## src/rtl/lr_sc_reservation_station_if.sv

```systemverilog
// Issue-slot bundle between the control unit and the LR/SC reservation station.
// The master (control unit side) drives the decoded strobes, hart ID and address.
// The slave (reservation station) returns the registered SC verdict and the
// live reservation bits.
interface lr_sc_reservation_station_if #(
  parameter int NUM_THREADS = 16,
  parameter int ADDR_WIDTH  = 32
);
  localparam int TID_W = $clog2(NUM_THREADS);

  logic                   i_valid;
  logic [TID_W-1:0]       i_thread_id;
  logic [ADDR_WIDTH-1:0]  i_addr;
  logic                   i_lr;
  logic                   i_sc;
  logic                   i_store;
  logic                   o_sc_done;
  logic                   o_sc_mem_we;
  logic                   o_sc_rd_val;
  logic [NUM_THREADS-1:0] o_res_valid;

  modport master (
    output i_valid, i_thread_id, i_addr, i_lr, i_sc, i_store,
    input  o_sc_done, o_sc_mem_we, o_sc_rd_val, o_res_valid
  );

  modport slave (
    input  i_valid, i_thread_id, i_addr, i_lr, i_sc, i_store,
    output o_sc_done, o_sc_mem_we, o_sc_rd_val, o_res_valid
  );
endinterface

```

## src/rtl/lr_sc_reservation_station.sv

```systemverilog
// Per-hart load-reserved / store-conditional reservation tracker for the
// barrel-threaded RV32 core. Each hart owns one reservation (valid bit plus
// granule tag). LR sets it, SC consumes it and reports a verdict one cycle
// later, and plain stores or a successful SC to the same granule kill any
// matching reservation of every hart.
module lr_sc_reservation_station #(
  parameter int NUM_THREADS = 16,
  parameter int ADDR_WIDTH  = 32,
  parameter int GRANULE_LSB = 2
) (
  input logic                        i_clk,
  input logic                        i_rst_n,
  lr_sc_reservation_station_if.slave bus
);
  localparam int TID_W = $clog2(NUM_THREADS);
  localparam int TAG_W = ADDR_WIDTH - GRANULE_LSB;

  // Reservation state: one valid bit and one granule tag per hart.
  logic [NUM_THREADS-1:0] res_v_reg;
  logic [NUM_THREADS-1:0] res_v_next;
  logic [TAG_W-1:0]       res_tag_reg [NUM_THREADS];

  // Registered SC verdict pulses.
  logic sc_done_reg;
  logic sc_mem_we_reg;
  logic sc_rd_val_reg;

  // Decoded slot, with SC > LR > store priority so illegal multi-strobe
  // slots still behave deterministically.
  logic             sc_fire;
  logic             lr_fire;
  logic             st_fire;
  logic [TAG_W-1:0] granule;
  logic [NUM_THREADS-1:0] hit;
  logic [NUM_THREADS-1:0] tag_load;
  logic             sc_success;

  assign granule = bus.i_addr[ADDR_WIDTH-1:GRANULE_LSB];
  assign sc_fire = bus.i_valid & bus.i_sc;
  assign lr_fire = bus.i_valid & ~bus.i_sc & bus.i_lr;
  assign st_fire = bus.i_valid & ~bus.i_sc & ~bus.i_lr & bus.i_store;

  // Success is judged on the state as it stood before this slot's update.
  assign sc_success = hit[bus.i_thread_id];

  genvar gi;
  generate
    for (gi = 0; gi < NUM_THREADS; gi++) begin : g_hart
      localparam logic [TID_W-1:0] HART_ID = TID_W'(gi);
      logic is_issuer;

      assign is_issuer    = (bus.i_thread_id == HART_ID);
      assign hit[gi]      = res_v_reg[gi] & (res_tag_reg[gi] == granule);
      assign tag_load[gi] = lr_fire & is_issuer;

      // LR from this hart sets the reservation; its own SC always drops it;
      // a successful SC or a plain store to the same granule kills it.
      assign res_v_next[gi] =
          (lr_fire & is_issuer)              ? 1'b1 :
          (sc_fire & is_issuer)              ? 1'b0 :
          (sc_fire & sc_success & hit[gi])   ? 1'b0 :
          (st_fire & hit[gi])                ? 1'b0 :
                                               res_v_reg[gi];
    end
  endgenerate

  // Reservation registers; a reset discards every reservation.
  always_ff @(posedge i_clk or negedge i_rst_n) begin
    if (!i_rst_n) begin
      res_v_reg <= '0;
      for (int t = 0; t < NUM_THREADS; t++) begin
        res_tag_reg[t] <= '0;
      end
    end else begin
      res_v_reg <= res_v_next;
      for (int t = 0; t < NUM_THREADS; t++) begin
        if (tag_load[t]) begin
          res_tag_reg[t] <= granule;
        end
      end
    end
  end

  // SC verdict, registered so it appears exactly one cycle after the SC slot.
  always_ff @(posedge i_clk or negedge i_rst_n) begin
    if (!i_rst_n) begin
      sc_done_reg   <= 1'b0;
      sc_mem_we_reg <= 1'b0;
      sc_rd_val_reg <= 1'b0;
    end else begin
      sc_done_reg   <= sc_fire;
      sc_mem_we_reg <= sc_fire & sc_success;
      sc_rd_val_reg <= sc_fire & ~sc_success;
    end
  end

  assign bus.o_sc_done   = sc_done_reg;
  assign bus.o_sc_mem_we = sc_mem_we_reg;
  assign bus.o_sc_rd_val = sc_rd_val_reg;
  assign bus.o_res_valid = res_v_reg;

endmodule

```

## src/flat_wrapper.sv

```systemverilog
// flat-port wrapper written by rule: the top's interface ports become plain ports
module lr_sc_reservation_station_flat 
#(
  parameter int NUM_THREADS = 16,
  parameter int ADDR_WIDTH  = 32,
  parameter int GRANULE_LSB = 2
)
  (i_clk, i_rst_n, bus_i_valid, bus_i_thread_id, bus_i_addr, bus_i_lr, bus_i_sc, bus_i_store, bus_o_sc_done, bus_o_sc_mem_we, bus_o_sc_rd_val, bus_o_res_valid);
  lr_sc_reservation_station_if #(.NUM_THREADS(NUM_THREADS), .ADDR_WIDTH(ADDR_WIDTH)) bus_i ();
  input logic i_clk;
  input logic i_rst_n;
  input wire logic [$bits(bus_i.i_valid)-1:0] bus_i_valid;
  input wire logic [$bits(bus_i.i_thread_id)-1:0] bus_i_thread_id;
  input wire logic [$bits(bus_i.i_addr)-1:0] bus_i_addr;
  input wire logic [$bits(bus_i.i_lr)-1:0] bus_i_lr;
  input wire logic [$bits(bus_i.i_sc)-1:0] bus_i_sc;
  input wire logic [$bits(bus_i.i_store)-1:0] bus_i_store;
  output wire logic [$bits(bus_i.o_sc_done)-1:0] bus_o_sc_done;
  output wire logic [$bits(bus_i.o_sc_mem_we)-1:0] bus_o_sc_mem_we;
  output wire logic [$bits(bus_i.o_sc_rd_val)-1:0] bus_o_sc_rd_val;
  output wire logic [$bits(bus_i.o_res_valid)-1:0] bus_o_res_valid;
  assign bus_i.i_valid = bus_i_valid;
  assign bus_i.i_thread_id = bus_i_thread_id;
  assign bus_i.i_addr = bus_i_addr;
  assign bus_i.i_lr = bus_i_lr;
  assign bus_i.i_sc = bus_i_sc;
  assign bus_i.i_store = bus_i_store;
  assign bus_o_sc_done = bus_i.o_sc_done;
  assign bus_o_sc_mem_we = bus_i.o_sc_mem_we;
  assign bus_o_sc_rd_val = bus_i.o_sc_rd_val;
  assign bus_o_res_valid = bus_i.o_res_valid;
  lr_sc_reservation_station #(.NUM_THREADS(NUM_THREADS), .ADDR_WIDTH(ADDR_WIDTH), .GRANULE_LSB(GRANULE_LSB)) u_core (.i_clk(i_clk), .i_rst_n(i_rst_n), .bus(bus_i));
endmodule
```

## config.mk

```make
export PLATFORM = sky130hd
export DESIGN_NAME = lr_sc_reservation_station_flat
export DESIGN_NICKNAME = d
export VERILOG_FILES = /design/src/rtl/lr_sc_reservation_station_if.sv /design/src/rtl/lr_sc_reservation_station.sv /design/src/flat_wrapper.sv
export SDC_FILE = /design/constraint.sdc
export NUM_CORES = 1
export LEC_CHECK = 0
export ABC_AREA = 0
export CAP_MARGIN = 20
export CORE_MARGIN = 3
export CORE_UTILIZATION = 57
export DETAILED_ROUTE_END_ITERATION = 10
export PLACE_DENSITY_LB_ADDON = 0.05
export SLEW_MARGIN = 20
export SYNTH_ARGS = -nofsm -noshare
export SYNTH_HDL_FRONTEND = slang
export SYNTH_SLANG_ARGS = --single-unit
```

## constraint.sdc

```tcl
create_clock -name i_clk -period 2.05 [get_ports i_clk]
set_input_delay 0.205 -clock i_clk [delete_from_list [all_inputs] [get_ports i_clk]]
set_output_delay 0.205 -clock i_clk [all_outputs]
set_load 0.02 [all_outputs]
```

==> key figures <==
Run status
  • Status: complete, but fails checks
  • Failing checks: negative setup slack

Layout
  • Max reg flops: 480
  • Layout area overhead: 25.93%
  • Most frequent cells in the layout: dfrtp_1, mux2_2, xnor2_1
  • # diodes: 0
  • Layout Utilization: 72.88%
  • Layout net count: 2486
  • Most common cell after layout, fill and taps aside: dfrtp_1
  • Layout cells sized above 1: 44.67%
  • Fin area: 0.03230 mm2
  • Fillers: 3128

Synthesis
  • Synth Flop Type: dfrtp_1
  • Synth top area cells: dfrtp_1, mux2_2, xnor2_1
  • Post-synthesis average cell area: 12.34 um2
  • Mapped Nets: 2121
  • Synth Area in Adders: 0%
  • Combinational family with the most area after synthesis: multiplexers
  • Post-synth EDFFs: 0
  • Simple logic cell fraction of the synthesized area: 8.259%
  • Asr flop ratio synth: 100.0%
  • Cell taking the most area after synthesis: dfrtp_1
  • Cells after Synth: 2079
  • Yosys warns: 0
  • Mapped Area: 0.02565 mm2
  • Post-synthesis mux area share: 21.12%
  • #FFs+latches synth: 499
  • Seq/Total Area, Yosys: 48.69%
  • XOR/XNOR Fraction of Synth Area: 16.39%
  • Distinct cells, synth: 34
  • Post-synthesis compound-gate area fraction: 1.693%
  • Synth top area share: 48.69%

Floorplan
  • Die X: 218.1 um
  • Die ar.: 0.04758 mm2
  • Initial Utilization: 57.87%
  • Io pins: 61
  • Rows: 77
  • Die Y: 218.1 um
  • CORE AREA: 0.04432 mm2

STA
  • Final setup fails: 18
  • Worst Tran Pin Value: 778.7 ps
  • Final Skew: 27.14 ps
  • Tcrit/Tclk final: 132.8%
  • Min Tclk post-route: 2723 ps
  • Max Transition Viols Final: 0
  • Worst setup margin: -673.4 ps
  • RSZ-0062 raised after global routing: yes
  • Final Hold Fails: 0
  • Relative slew slack: 47.74%
  • Fmax: 0.3672 GHz

Clocking
  • CTS tree: done
  • Max Buffers Root-to-Sink: 3
  • Clk pin slew, worst setup/hold paths: 60 ps
  • Cts bufs inserted: 53
  • Root buf cell: clkbuf_16
  • H-tree depth: 2
  • Clock sinks: 499
  • Worst skew pair latency: 620 ps

Setup path
  • Crit path DAT: 3190 ps
  • Crit path capture type: flop
  • Setup CP Type: reg -> reg
  • Worst Path Max Fanout: 5
  • CP required: 2520 ps
  • Kind of start point of the critical path: flop

Placed design
  • Placer congestion estimate: 0.9298
  • PortBufs: 58
  • DP Area: 0.02981 mm2
  • DPL Wire Length: 51.92 mm

GRT
  • Vias in the first global route: 18830
  • GRT Total Usage: 31.85%
  • Initial antenna violation count: 1
  • Largest net degree at the start of global routing: 70
  • Global-route wire length before repair: 114.2 mm
  • Total grt overflow: 0

Detailed routing
  • Uppermost layer routed: met4
  • Final ANT Viol Nets: 0
  • Routed Wire Length: 74.52 mm
  • Via density: 5.865
  • First-pass DRT Iterations: 7
  • Detail Route met2 WL: 35.11 mm
  • Wl on met1: 32.64 mm
  • Number of DRC markers in iteration 0: 1311
  • Via Count: 18060
  • Met3 routed WL: 3.940 mm
  • DRC: 0
  • Wire per inst: 24.20 um

Pwr
  • Worst vdd ir: 0.0008497 V
  • Leak Pwr: 0.01390 uW
  • Tot Pwr: 28280 uW
  • Cell Pwr Density: 875.6 mW/mm2

Run
  • Max Cap Viol: 0

Min path
  • Hold Crit Class: in -> reg
-- Yosys cell counts, types with 2 or more instances --
library cell / instances
o32ai_1: 4
buf_4: 21
nor2b_1: 3
nand3_1: 42
xor2_1: 44
nor2_1: 25
buf_6: 22
nand2_1: 42
nor4_1: 65
dfrtp_1: 499
mux2_2: 479
a21oi_1: 11
nor3_1: 2
and2_1: 2
nand2b_1: 5
nand4_1: 182
buf_2: 49
xnor2_1: 436
a211oi_1: 6
or2_2: 2
buf_1: 62
clkbuf_1: 25
inv_1: 2
a211oi_2: 6
o22ai_1: 13
o21ai_0: 22
-- per-layer routing --
layer | vias up | GRT usage [%]
met1 | 9317 | 43.95
met4 | 0 | 11.72
met3 | 162 | 4.547
met5 | - | 0
met2 | 519 | 51.71
li1 | 8061 | -
-- critical path, stage by stage (launching register included) --
cell and delay (ps):
dfrtp_1 390, xnor2_1 260, nand4_1 150, nor4_2 290, nand4_1 140, buf_6 160
mux4_2 510, a2bb2oi_4 220, buf_6 160, a211oi_4 190, o22ai_1 110
-- logic make-up after synthesis --
kind of cell,Yosys count
AND/OR/NAND/NOR,373
buffers and inverters,182
multiplexers,480
AO/OA/AOI/OAI,65
XOR/XNOR,480
flip-flops,499
-- final timing paths --
path	start	to	slack, ps	depth (start not counted)
max	u_core.res_tag_reg[199]	u_core.bus.o_res_valid[14]	-670	10
min	bus_i_addr[3]	u_core.res_tag_reg[121]	30	2
max reg2reg	u_core.res_tag_reg[199]	u_core.bus.o_res_valid[14]	-670	10
min reg2reg	u_core.res_tag_reg[330]	u_core.res_tag_reg[330]	530	1
max in group asynchronous	i_rst_n	u_core.res_tag_reg[179]	1040	3
min in group asynchronous	i_rst_n	u_core.res_tag_reg[463]	160	2
-- where the power goes --
| group | internal, uW | switching, uW | total (uW) |
|---|---|---|---|
| clock | 5760 | 4040 | 9800 |
| sequential | 11200 | 966 | 12100 |
| combinational | 3460 | 2870 | 6330 |
-- layout make-up --
cell class | count | area [um2] | share of cell area [%]
multi-input combinational | 1399 | 12710 | 39.36
sequential | 499 | 12490 | 38.67
timing repair buffer | 488 | 4568 | 14.14
clock buffer | 85 | 1618 | 5.009
tap | 592 | 740.7 | 2.293
clock inverter | 13 | 157.7 | 0.4881
inverter | 3 | 11.26 | 0.03486
-- metrics by stage --
stage               worst slack [ps]  cells  TNS [ps]  hold slack [ps]
floorplan                     -134.8   2079     -1268           -90.59
global placement              -916.8   2957   -144400            197.6
detailed placement            -946.0   2957   -149880            194.6
CTS                           -642.4   3073     -9584           0.5571
global route                  -749.6   3079    -11310            20.26
finish                        -673.4   3079     -9938            25.69
-- repair_timing --
action,in CTS,in global routing
cloned,1,0
pin swaps,25,9
endpoints found under the hold margin,136,0
hold buffers,8,0
gates resized for setup,54,33
setup endpoints to repair,22,20
setup buffers,10,6
Note: power is estimated with default switching activity, not from simulation.
